--- src/rtl/bc_polinomio.sv ---
// Control block for the 16-bit polynomial datapath: sequences X/S/H loads,
// operand selects and ALU op to evaluate a*x^2+b*x+c (or a*x+b) by Horner.
module bc_polinomio (
  input  logic       clk,
  input  logic       rst_n,
  input  logic       start,
  input  logic       modo,
  output logic       busy,
  output logic       done,
  output logic [1:0] m0,
  output logic [1:0] m1,
  output logic [1:0] m2,
  output logic       lx,
  output logic       ls,
  output logic       lh,
  output logic       h
);

  localparam int unsigned SEL_W = 2;

  // mu_0 sources
  localparam logic [SEL_W-1:0] M0_ZERO = 2'b00;
  localparam logic [SEL_W-1:0] M0_A    = 2'b01;
  localparam logic [SEL_W-1:0] M0_B    = 2'b10;
  localparam logic [SEL_W-1:0] M0_C    = 2'b11;
  // ALU operand B sources
  localparam logic [SEL_W-1:0] M1_MU0  = 2'b00;
  localparam logic [SEL_W-1:0] M1_X    = 2'b01;
  // ALU operand A sources
  localparam logic [SEL_W-1:0] M2_X    = 2'b00;
  localparam logic [SEL_W-1:0] M2_MU0  = 2'b01;
  localparam logic [SEL_W-1:0] M2_H    = 2'b11;

  typedef enum logic [2:0] {
    IDLE   = 3'd0,
    LOAD_X = 3'd1,
    MUL_AX = 3'd2,
    ADD_B  = 3'd3,
    MUL_X  = 3'd4,
    ADD_C  = 3'd5,
    DONE   = 3'd6
  } state_t;

  state_t state_q, state_d;
  logic   modo_q;

  // State register and mode latch
  always_ff @(posedge clk or negedge rst_n) begin
    if (!rst_n) begin
      state_q <= IDLE;
      modo_q  <= 1'b0;
    end else begin
      state_q <= state_d;
      if (state_q == IDLE && start) begin
        modo_q <= modo;
      end
    end
  end

  // Next-state logic; linear mode skips MUL_X/ADD_C after ADD_B
  always_comb begin
    state_d = state_q;
    unique case (state_q)
      IDLE:    if (start) state_d = LOAD_X;
      LOAD_X:  state_d = MUL_AX;
      MUL_AX:  state_d = ADD_B;
      ADD_B:   state_d = modo_q ? DONE : MUL_X;
      MUL_X:   state_d = ADD_C;
      ADD_C:   state_d = DONE;
      DONE:    state_d = IDLE;
      default: state_d = IDLE;
    endcase
  end

  // Moore output decode of state and latched mode
  always_comb begin
    busy = 1'b1;
    done = 1'b0;
    m0   = M0_ZERO;
    m1   = M1_MU0;
    m2   = M2_X;
    lx   = 1'b0;
    ls   = 1'b0;
    lh   = 1'b0;
    h    = 1'b0;
    unique case (state_q)
      IDLE: busy = 1'b0;
      LOAD_X: lx = 1'b1;
      MUL_AX: begin
        m0 = M0_A;
        m2 = M2_MU0;
        m1 = M1_X;
        h  = 1'b1;
        lh = 1'b1;
      end
      ADD_B: begin
        m0 = M0_B;
        m2 = M2_H;
        m1 = M1_MU0;
        // Linear mode finishes here, so the sum goes straight to S
        if (modo_q) begin
          ls = 1'b1;
        end else begin
          lh = 1'b1;
        end
      end
      MUL_X: begin
        m2 = M2_H;
        m1 = M1_X;
        h  = 1'b1;
        lh = 1'b1;
      end
      ADD_C: begin
        m0 = M0_C;
        m2 = M2_H;
        m1 = M1_MU0;
        ls = 1'b1;
      end
      DONE: done = 1'b1;
      default: busy = 1'b0;
    endcase
  end

endmodule
--- config.mk ---
export PLATFORM = sky130hd
export DESIGN_NAME = bc_polinomio
export DESIGN_NICKNAME = d
export VERILOG_FILES = /design/src/rtl/bc_polinomio.sv
export SDC_FILE = /design/constraint.sdc
export NUM_CORES = 1
export LEC_CHECK = 0
export ABC_AREA = 1
export CAP_MARGIN = 0
export CELL_PAD_IN_SITES_DETAIL_PLACEMENT = 1
export CELL_PAD_IN_SITES_GLOBAL_PLACEMENT = 2
export CORE_MARGIN = 4
export CORE_UTILIZATION = 17
export CTS_CLUSTER_DIAMETER = 80
export DETAILED_ROUTE_END_ITERATION = 6
export GPL_ROUTABILITY_DRIVEN = 1
export PLACE_DENSITY = 0.74
export SYNTH_ARGS = -nofsm -noshare
export SYNTH_HDL_FRONTEND = slang
export SYNTH_SLANG_ARGS = --single-unit
--- constraint.sdc ---
create_clock -name clk -period 1.43 [get_ports clk]
set_clock_uncertainty 0.15 [all_clocks]
set_input_delay 0.2145 -clock clk [delete_from_list [all_inputs] [get_ports clk]]
set_output_delay 0.2145 -clock clk [all_outputs]
set_load 0.05 [all_outputs]
Yosys cells after proc, flatten, opt, wreduce, memory -nomap -nowiden:

Cells that the tools add are included.
Widths: inputs -> output; s select.

* output and inout bits: 12
* input bits: 4
* flip-flop bits (word level): 4

* mux-type cells: 14
* equality and inequality tests: 7
* reduce and logical (&&, ||, !) cells: 5

Operators with widths (number)
* $pmux 3 s6: 1
* $eq 3x3->1 const B: 3
* $mux 1: 7
* $eq 3x2->1 const B: 2
* $pmux 2 s3: 1
* $reduce_or 6->1: 1
* $pmux 1 s2: 2
* $pmux 2 s2: 1
* $eq 3x1->1 const B: 1
* $logic_not 3->1: 1
* $mux 3: 1
* $reduce_or 3->1: 1
* $mux 2: 1
* $ne 2x2->1 const B: 1
* $reduce_or 2->1: 1
* $logic_and 1x1->1: 1

Depth between registers and ports, before layout:

* depth in word-level cells: 3
* mapped depth: 7
* gate-level depth less buffers: 5

Worst setup path before layout:

No wires, ideal clock.

* path type: reg-to-output
* start: register state_q[1]
* end: output m1[0]
* data arrival time: 1.811 ns
* path slack: -0.746 ns
* cell stages (with the launch flop): 8
* required time: 1.066 ns
* cell sequence: dfrtp_1 > buf_6 > nand2_1 > inv_1 > nor2_2 > nand2_1 > inv_1 > buf_4

* longest elaborated chain between the ends: 3
* elaborated cells between the ends (all ways): 4
* those cells by class: eq/ne: 2; mux: 1; reduce/logical: 1

Ends and longest elaborated chain
* start: declaration: RTL line 44 `state_t state_q, state_d;`
* start signal: assignment: RTL line 53 `state_q <= state_d;`
* $eq 3x3->1 / $eq 3x2->1 (equally long branches): RTL line 86 `unique case (state_q)`
* $reduce_or 2->1 (no source line) (*)
* $mux 1 (*): RTL line 86
* end: declaration: RTL line 11 `output logic [1:0] m1,`

Every way passes the cells marked *; elsewhere a longest branch is shown, timed or not.

Worst setup path in the final report:

* start: register state_q[1]
* end: output h

* longest elaborated chain between the ends: 3
* elaborated cells between the ends (all ways): 4
* those cells by class: eq/ne: 2; mux: 1; reduce/logical: 1

Ends and longest elaborated chain
* $eq 3x3->1 / $eq 3x2->1 (equally long branches): RTL line 86
* $reduce_or 2->1 (no source line) (*)
* $mux 1 (*): RTL line 86
* end: declaration: RTL line 16 `output logic h`

Marked as above.

==> impl_metrics.json <==
{
  "run_status": "complete, but fails checks",
  "violations": "setup timing",
  "regToRegSetupSlack_ns": 0.16,
  "maximum_number_of_buffers_from_clock_root_to_sink": 2,
  "global_route.usage.total": 0.0872,
  "final_net_count": 78,
  "synth.most_common_cell": "sky130_fd_sc_hd__nand2_1",
  "crit_fanout": 6,
  "ff_latch_area_sq_um": 103,
  "netlist_top_cells_area": "sky130_fd_sc_hd__dfrtp_1, sky130_fd_sc_hd__nand2_1, sky130_fd_sc_hd__inv_1",
  "route.final.wire_length_mm": 1.03,
  "ant_nets": 0,
  "cts_clock_pin_slew_for_the_worst_setup_and_hold_paths_ns": 0.04,
  "worst_r2r_path_depth": 6,
  "initial_core_util": 0.189,
  "floorplan.die.width_microns": 49.9,
  "via_count": 374,
  "antenna_found_initial": 0,
  "syn_to_layout_area_delta_pct": 144,
  "netlist_instances": 47,
  "synth_top_flop_cell": "sky130_fd_sc_hd__dfrtp_1",
  "cts_htree_levels": 1,
  "start_kind": "register",
  "portBuffers": 14,
  "drc": 0,
  "viasPerCell": 4.25,
  "finalSetupViolations": 11,
  "fmax_ghz": 0.593,
  "avgSynthCellArea_sq_um": 6.34,
  "footprint_of_the_multi_input_gates_sq_um": 208,
  "cts_buffers": 3,
  "yosysTopAreaCell": "sky130_fd_sc_hd__dfrtp_1",
  "share_of_synthesized_flip_flops_with_an_asynchronous_set_or_reset": 1.00,
  "avgRoutedWirePerCell_microns": 11.7,
  "synth-seq-area-share": 0.336,
  "number_of_i_o_pins": 16,
  "worstSkewPairLatency_ns": 0.24,
  "crit_path_cell_trace": "nor2_4 -> nor2_4 -> nand2_2 -> clkinvlp_4 -> buf_12",
  "hold_path_class": "input port to async pin",
  "syn-cell-area_sq_um": 298,
  "hold_violations": 0,
  "core.rowCount": 14,
  "firstDrtPassIters": 1,
  "synth_top_cells_by_count": "sky130_fd_sc_hd__nand2_1, sky130_fd_sc_hd__inv_1, sky130_fd_sc_hd__dfrtp_1, sky130_fd_sc_hd__nand3_1, sky130_fd_sc_hd__nor2_1",
  "clk_root_buffer_cell": "sky130_fd_sc_hd__clkbuf_4",
  "dp.final_hpwl_microns": 792,
  "timing.final.ws_setup_ns": -0.257,
  "required_ns": 1.07,
  "worstPathArrival_ns": 1.32,
  "post_synth_num_cell_types": 13,
  "antenna_cells_inserted": 0,
  "crit_path_max_incr_delay_ns": 0.48,
  "worstSetupPathType": "register to primary output",
  "grt_max_degree": 7,
  "reg2reg_to": "state_q[1]",
  "layout-drive-gt1-share": 0.653,
  "die_h_microns": 49.9,
  "final.min_clock_period_ns": 1.69,
  "synthesis.yosys.warnings": 0,
  "fillCellCount": 190,
  "grt_setup_unrepaired": "yes",
  "clock-sinks": 4,
  "worst_path_max_delay_cell": "sky130_fd_sc_hd__dfrtp_2",
  "place_congestion": 0.764,
  "grt_overflow_total": 0,
  "core_region_sq_um": 1580,
  "postSynthRegisterBits": 4,
  "synth_top_cell_area_share": 0.336,
  "critical_path.endpoint_type": "primary output",
  "synth_enable_flop_cells": 0,
  "critical_path.reg2reg.startpoint": "state_q[1]",
  "die-area_sq_um": 2490,
  "grt_first_pass_wirelength_mm": 1.52,
  "tritoncts": "done",
  "hold_buffers": 0,
  "preCtsSetupSlack_ns": -0.0915,
  "slew_violations": 0,
  "final_min_period_over_clock_period": 1.18,
  "maxCapViolCount": 0,
  "mappedNetlistNets": 51,
  "cpMostUsedCell": "sky130_fd_sc_hd__nor2_4",
  "initial_detailed_routing_violation_count": 0,
  "number_of_global_route_vias_before_repair": 368
}
## cells by family (layout without fill, tap and decap cells)
group	count (synthesis)	count (layout)	share of synthesized area
buffers and inverters	12	37	0.202
AO/OA/AOI/OAI	4	4	0.0672
flip-flops	4	4	0.336
AND/OR/NAND/NOR	26	26	0.382
other	1	1	0.0126
## per-layer routing
| layer | vias up | routed length [microns] | part of all wire | track usage |
|---|---|---|---|---|
| li1 | 189 | - | - | - |
| met4 | 0 | 0 | 0 | 0.0415 |
| met1 | 173 | 420 | 0.41 | 0.0856 |
| met5 | - | 0 | 0 | 0 |
| met3 | 0 | 63 | 0.061 | 0.0572 |
| met2 | 12 | 542 | 0.53 | 0.141 |
## placed cells by master (no fill, tap or decap)
master / count
sky130_fd_sc_hd__nand2_2: 6
sky130_fd_sc_hd__nand3b_1: 1
sky130_fd_sc_hd__buf_12: 11
sky130_fd_sc_hd__nand3_1: 3
sky130_fd_sc_hd__o21ai_4: 1
sky130_fd_sc_hd__nand3_2: 1
sky130_fd_sc_hd__clkbuf_4: 3
sky130_fd_sc_hd__nor2_1: 1
sky130_fd_sc_hd__buf_6: 1
sky130_fd_sc_hd__buf_4: 10
sky130_fd_sc_hd__conb_1: 1
sky130_fd_sc_hd__nand4_1: 1
sky130_fd_sc_hd__nor2_4: 4
sky130_fd_sc_hd__clkdlybuf4s50_1: 3
sky130_fd_sc_hd__o21ai_0: 1
sky130_fd_sc_hd__o21ai_2: 1
sky130_fd_sc_hd__dfrtp_1: 2
sky130_fd_sc_hd__a21oi_1: 1
sky130_fd_sc_hd__nand2_4: 1
sky130_fd_sc_hd__nor2_2: 1
sky130_fd_sc_hd__dfrtp_2: 2
sky130_fd_sc_hd__clkinvlp_4: 1
sky130_fd_sc_hd__inv_2: 4
sky130_fd_sc_hd__inv_1: 4
sky130_fd_sc_hd__nand2_1: 7
## critical path, delay by kind of cell, from the launching register on
family / cells / cell delay [ns]
DFF: 1 / 0.48
and+or+nand+nor: 3 / 0.30
buffers and inverters: 2 / 0.30
## area by class of cell
type	count	area share
Clock buffer	3	0.0310
Multi-Input combinational cell	31	0.286
Sequential cell	4	0.141
Timing Repair Buffer	25	0.463
Tap cell	16	0.0275
Inverter	9	0.0516
## state kept, by name (all words and copies together), names as in the netlist
register / cells
state_q: 3
modo_q: 1
## what timing repair did
action / in CTS / in global routing
endpoints found under the setup margin: 11 / 11
cloned: 0 / 0
resized for setup: 17 / 5
pin swaps: 1 / 3
setup buffers: 2 / 2
## worst max path at each step
stage,start,end,cells past startpoint
5_1_grt,state_q[2],m0[0],4
6_report,state_q[1],h,5
4_1_cts,state_q[2],h,5
2_1_floorplan,state_q[1],m1[0],7
3_3_place_gp,state_q[1],m2[1],5
3_5_place_dp,state_q[1],m2[1],5
## stage by stage
step                cells  hold slack, ns  utilization  setup TNS (ns)  area [sq um]
detailed placement     81           0.281        0.389          -0.274           613
global placement       81           0.283        0.389          -0.296           613
CTS                    86          0.0149        0.440           -2.29           694
global route           88          0.0354        0.461           -2.83           727
finish                 88          0.0271        0.461           -2.10           727
floorplan              47          -0.231            -           -1.36           324
Power is left out: the tool's default activity adds up to more than one toggle a clock period on the data nets, which glitch-free logic cannot reach.
==> variant 1: new RTL, config.mk and constraints unchanged <==
Register the inputs `start` and `modo` before use. The logic sees them one clock later.
--- a/src/rtl/bc_polinomio.sv
+++ b/src/rtl/bc_polinomio.sv
@@ -41,6 +41,14 @@
     DONE   = 3'd6
   } state_t;
 
+  logic start_q;
+  logic modo_r;
+
+  always_ff @(posedge clk) begin
+    start_q <= start;
+    modo_r  <= modo;
+  end
+
   state_t state_q, state_d;
   logic   modo_q;
 
@@ -51,8 +59,8 @@
       modo_q  <= 1'b0;
     end else begin
       state_q <= state_d;
-      if (state_q == IDLE && start) begin
-        modo_q <= modo;
+      if (state_q == IDLE && start_q) begin
+        modo_q <= modo_r;
       end
     end
   end
@@ -61,7 +69,7 @@
   always_comb begin
     state_d = state_q;
     unique case (state_q)
-      IDLE:    if (start) state_d = LOAD_X;
+      IDLE:    if (start_q) state_d = LOAD_X;
       LOAD_X:  state_d = MUL_AX;
       MUL_AX:  state_d = ADD_B;
       ADD_B:   state_d = modo_q ? DONE : MUL_X;
Behaviour: not the same (Yosys sat finds a counterexample within 4 cycles, from zero or initial values and one cycle with rst_n low).
==> variant 1 against the unedited design <==
The flow still finishes with violations (setup timing). Sequential cell count rose by 2. Via count rose by 1.3%. Setup slack improved by 0.068 ns. Count of clock-buffer cells in the layout rose by 1. Wire length rose by 2.5%. Final area rose by 7.9%. Area after synthesis rose by 5.0%. Critical path type unchanged.
Power is not shown: default switching activity piles up to over one toggle a cycle in this logic, so the estimate is an artifact.
==> variant 1: results (changes against the unedited design) <==
[logic_synthesis]
synth_top_cells_by_count=16 x nand2_1, 5 x nand3_1, 4 x dfrtp_1, 4 x inv_1, 4 x nor2_1
ys_warn_count=0  ; unchanged
synth.distinct_cells=14  ; +1
ys_seq_area_share_pct=44.80  ; +11 points
synth_nets=49  ; -3.9%
syn_area_per_cell_um2=6.951  ; +9.7%
synthAdderAreaFrac_pct=0  ; unchanged
async_flop_share_pct=66.67  ; -33 points
synth_area_leaders=dfrtp_1 32%, nand2_1 19%, dfxtp_1 13%
ys.flop_type=dfrtp_1
synth_compound_area_share_pct=3.200  ; -3.5 points
synth_xor_area_share_pct=0  ; unchanged

[finish]
final_nets=74  ; -5.1%
layout-drive-gt1-share_pct=68.12  ; +2.8 points
largest_reg_flops=3  ; unchanged
antenna_cells=0  ; unchanged
fill_cells=201  ; +5.8%

[worst_setup_path]
cp_max_fo=4  ; -2
reg2reg_depth=6  ; unchanged
rrSetupSlack_ns=0.19  ; +0.03 ns
cp_slowest_cell=dfrtp_2
worstPathArrival_ns=1.25  ; -0.07 ns
max_stage_delay_ns=0.45  ; -0.03 ns

[cts]
cts-root-buf=clkbuf_4
clk_pin_slew_ns=0.05
clkLatencyLatePin_ns=0.25

[global_routing]
grt_usage_pct=10.02  ; +1.3 points
use_met1_pct=10.02  ; +1.5 points
met3_usage_pct=0.8746  ; -4.8 points
grtUsageMet2_pct=18.04  ; +3.9 points
grt_pass1_vias=416  ; +13%
antenna_found_initial=0  ; unchanged
grt_pass1_wl_um=1814  ; +19%
grt_max_degree=6  ; -1

[place]
io_buffers=14  ; unchanged
dp.cells=87  ; +7.4%
routabilityCongestion=0.6739  ; -12%
hpwl_um=746.6  ; -5.8%

[sta]
setup_violations=11  ; unchanged
worst_slack_ns=-0.1883  ; +0.06843 ns

[detailed_routing]
first_pass_iters=1  ; unchanged
routed_via_density=4.032  ; -5.1%
met1_length_um=378  ; -10%
wl_met2_um=590  ; +8.9%
route.met3.wl_um=40  ; -37%
vias=379  ; +1.3%
dr.max_layer_used=met4
first_iter_violations=0  ; unchanged
wl_um=1052  ; +2.5%

[run_status]
outcome=complete, but fails checks
violations=setup timing

[worst_hold_path]
worstHoldPathType=in2async

-- variant 1: cell types whose count changed in the layout (fill, tap and decap cells not counted), sizes merged --
cell | unedited run | this run
clkbuf | 3 | 4
o21ai | 3 | 0
dfxtp | 0 | 2
clkinvlp | 1 | 0
buf | 22 | 19
inv | 8 | 5
a21oi | 1 | 2
nand2 | 14 | 16
nor2 | 6 | 5
nor3 | 0 | 1
nand3 | 4 | 5
-- variant 1: path summary, 6_finish.rpt --
| check | startpoint | endpoint |
|---|---|---|
| min in group clk | start | start_q |
| max in group asynchronous | rst_n | state_q[0] |
| max reg2reg | state_q[2] | modo_q |
| min reg2reg | modo_r | modo_q |
| min | rst_n | state_q[2] |
| max | state_q[1] | ls |
-- variant 1: final cells by class --
cell class	count	share of cell area [%]
repair buffers	22	40.99
multi-input cells	32	31.10
flip-flops and latches	6	18.18
well taps	25	3.987
clock buffers	4	3.349
inverters	5	2.392
-- variant 1: per-stage QoR --
stage               TNS (ns)  area (µm²)  hold slack [ns]  worst slack [ns]
detailed placement  -0.01147       643.1           0.2792          -0.01147
floorplan            -0.3276       342.8          -0.2311           -0.1394
global placement           0       643.1           0.2808           0.01720
CTS                   -1.736       777.0          0.01412           -0.1795
global route          -2.657       784.5         0.005008           -0.2578
finish                -1.813       784.5          0.01389           -0.1883
-- variant 1: timing repair --
| action | in CTS | in global routing |
|---|---|---|
| pin swaps | 10 | 4 |
| setup endpoints to repair | 11 | 11 |
| resized for setup | 25 | 2 |
| cloned | 0 | 0 |
| setup buffers | 3 | 0 |
| endpoints found under the hold margin | 0 | 0 |
-- variant 1: worst max-delay path, delay by kind of cell (launching register included) --
family	cells	cell delay, ns
buffers and inverters	3	0.36
DFF	1	0.45
and+or+nand+nor	2	0.20
==> variant 2: new RTL, same flow settings <==
Made on the original files. Reset style: synchronous (`rst_n`), changed in one clocked block.
--- a/src/rtl/bc_polinomio.sv
+++ b/src/rtl/bc_polinomio.sv
@@ -45,7 +45,7 @@
   logic   modo_q;
 
   // State register and mode latch
-  always_ff @(posedge clk or negedge rst_n) begin
+  always_ff @(posedge clk) begin
     if (!rst_n) begin
       state_q <= IDLE;
       modo_q  <= 1'b0;
Formal check against the unedited RTL: differs if rst_n is asserted again (counterexample within 4 cycles, from zero or initial values and one cycle with rst_n low); with rst_n held inactive, the same outputs for 10 cycles.
==> variant 2 against the unedited design <==
The run still ends with setup timing left. Count of clock-buffer cells in the layout rose by 1. Wire length down 5.0%. Register-to-register slack improved by 0.14 ns. Critical path depth up 1. Final area down 11%. Global-route usage is 0.54 points higher. Setup slack better by 0.12 ns. Sequential cell count did not move. Area after synthesis shrank 1.7%. Critical path type unchanged.
==> variant 2: results (changes against the unedited design) <==
[global_routing]
grt_pass1_vias=364  ; -1.1%
antenna_found_initial=0  ; unchanged
grt_max_degree=8  ; +1
grt_pass1_wl_um=1635  ; +7.7%
grt_usage_pct=9.263  ; +0.54 points

[sta]
fin_tns_setup_ns=-1.010  ; +1.088 ns
hold_slack_ns=0.3544  ; +0.3273 ns
setup_violations=10  ; -1
worst_slack_ns=-0.1407  ; +0.1161 ns

[worst_setup_path]
max_stage_delay_ns=0.37  ; -0.11 ns
worstPathArrival_ns=1.21  ; -0.11 ns
crit_path_start=state_q[1]
r2r-end=modo_q
rrSetupSlack_ns=0.30  ; +0.14 ns
reg2reg_from=state_q[2]
cp_max_fo=5  ; -1
cp_slowest_cell=dfxtp_4

[run_status]
outcome=complete, but fails checks
violations=setup timing

[place]
hpwl_um=843.2  ; +6.4%
dp.cells=77  ; -4.9%
routabilityCongestion=0.7242  ; -5.2%

[logic_synthesis]
synth_top_cells_by_count=9 x inv_1, 9 x nand2_1, 8 x nor2_1, 4 x dfxtp_1, 3 x nand3_1
synth_area_leaders=dfxtp_1 27%, inv_1 12%, nand2_1 12%
ys.flop_type=dfxtp_1
synth_nets=52  ; +2.0%
syn_inst=48  ; +2.1%
async_flop_share_pct=0  ; -100 points
ys_seq_area_share_pct=27.35  ; -6.3 points
synth.distinct_cells=17  ; +4

[cts]
cts_buffers=3  ; unchanged
htreeDepth=1  ; unchanged
cts-root-buf=clkbuf_4
clk_path_buf_depth=2  ; unchanged
clkLatencyLatePin_ns=0.23

[detailed_routing]
wl_um=975  ; -5.0%
first_pass_iters=2  ; +1
vias=354  ; -5.3%
first_iter_violations=1  ; +1
routedWlPerCell_um=11.75  ; +0.75%

[worst_hold_path]
holdPathEnd=state_q[0]
worstHoldPathCells=1
worstHoldPathType=reg2reg

[finish]
layout-drive-gt1-share_pct=53.73  ; -12 points
final_nets=72  ; -7.7%

[variant 2: cell types whose count changed in the layout (fill, tap and decap cells not counted), sizes merged, moves of 4 or more]
cell and delta:
nor2 +5, buf -8, dfxtp +4, nand2 -4, dfrtp -4
[variant 2: power by group]
group	leakage (nW)	internal [mW]	switching [mW]
Sequential	0.0350	0.134	0.0329
Combinational	0.262	0.302	0.386
Clock	0.0150	0.104	0.0442
[variant 2: worst max path at each step]
stage             to  cells after the start
2_1_floorplan  m1[0]                      6
3_3_place_gp       h                      5
4_1_cts        m2[1]                      4
3_5_place_dp   m2[1]                      4
5_1_grt            h                      5
6_report           h                      6
[variant 2: cell families (layout without fill, tap and decap cells)]
group / after synthesis / after routing / share of synthesized area (%)
AO/OA/AOI/OAI: 4 / 4 / 8.976
buffers and inverters: 12 / 31 / 17.95
flip-flops: 4 / 4 / 27.35
other: 1 / 1 / 1.281
AND/OR/NAND/NOR: 27 / 27 / 44.44
[variant 2: routing by layer]
metal / track usage, % / share of wire, % / vias up
met5: 0 / 0 / -
met2: 19.20 / 63 / 8
met1: 7.847 / 31 / 162
li1: - / - / 182
met3: 3.614 / 4.5 / 2
met4: 2.765 / 0.82 / 0
[variant 2: what timing repair did]
item,CTS,global route
setup endpoints to repair,11,10
gates resized for setup,7,2
buffers inserted,1,1
pin swaps,3,1
[variant 2: cell type report]
type	count	area, µm²
clock buffer	4	26.28
fill	178	909.6
inverter	10	43.79
multi-input combinational	32	195.2
sequential	4	91.34
tap	16	20.02
timing repair buffer	17	272.8
[variant 2: stage by stage]
step	worst slack (ns)	area (µm²)
final	-0.1407	649.4
after global placement	0.06230	583.1
after global routing	-0.2032	649.4
after CTS	-0.1558	635.6
after floorplan	-0.2508	327.8
after detailed placement	0.01157	583.1
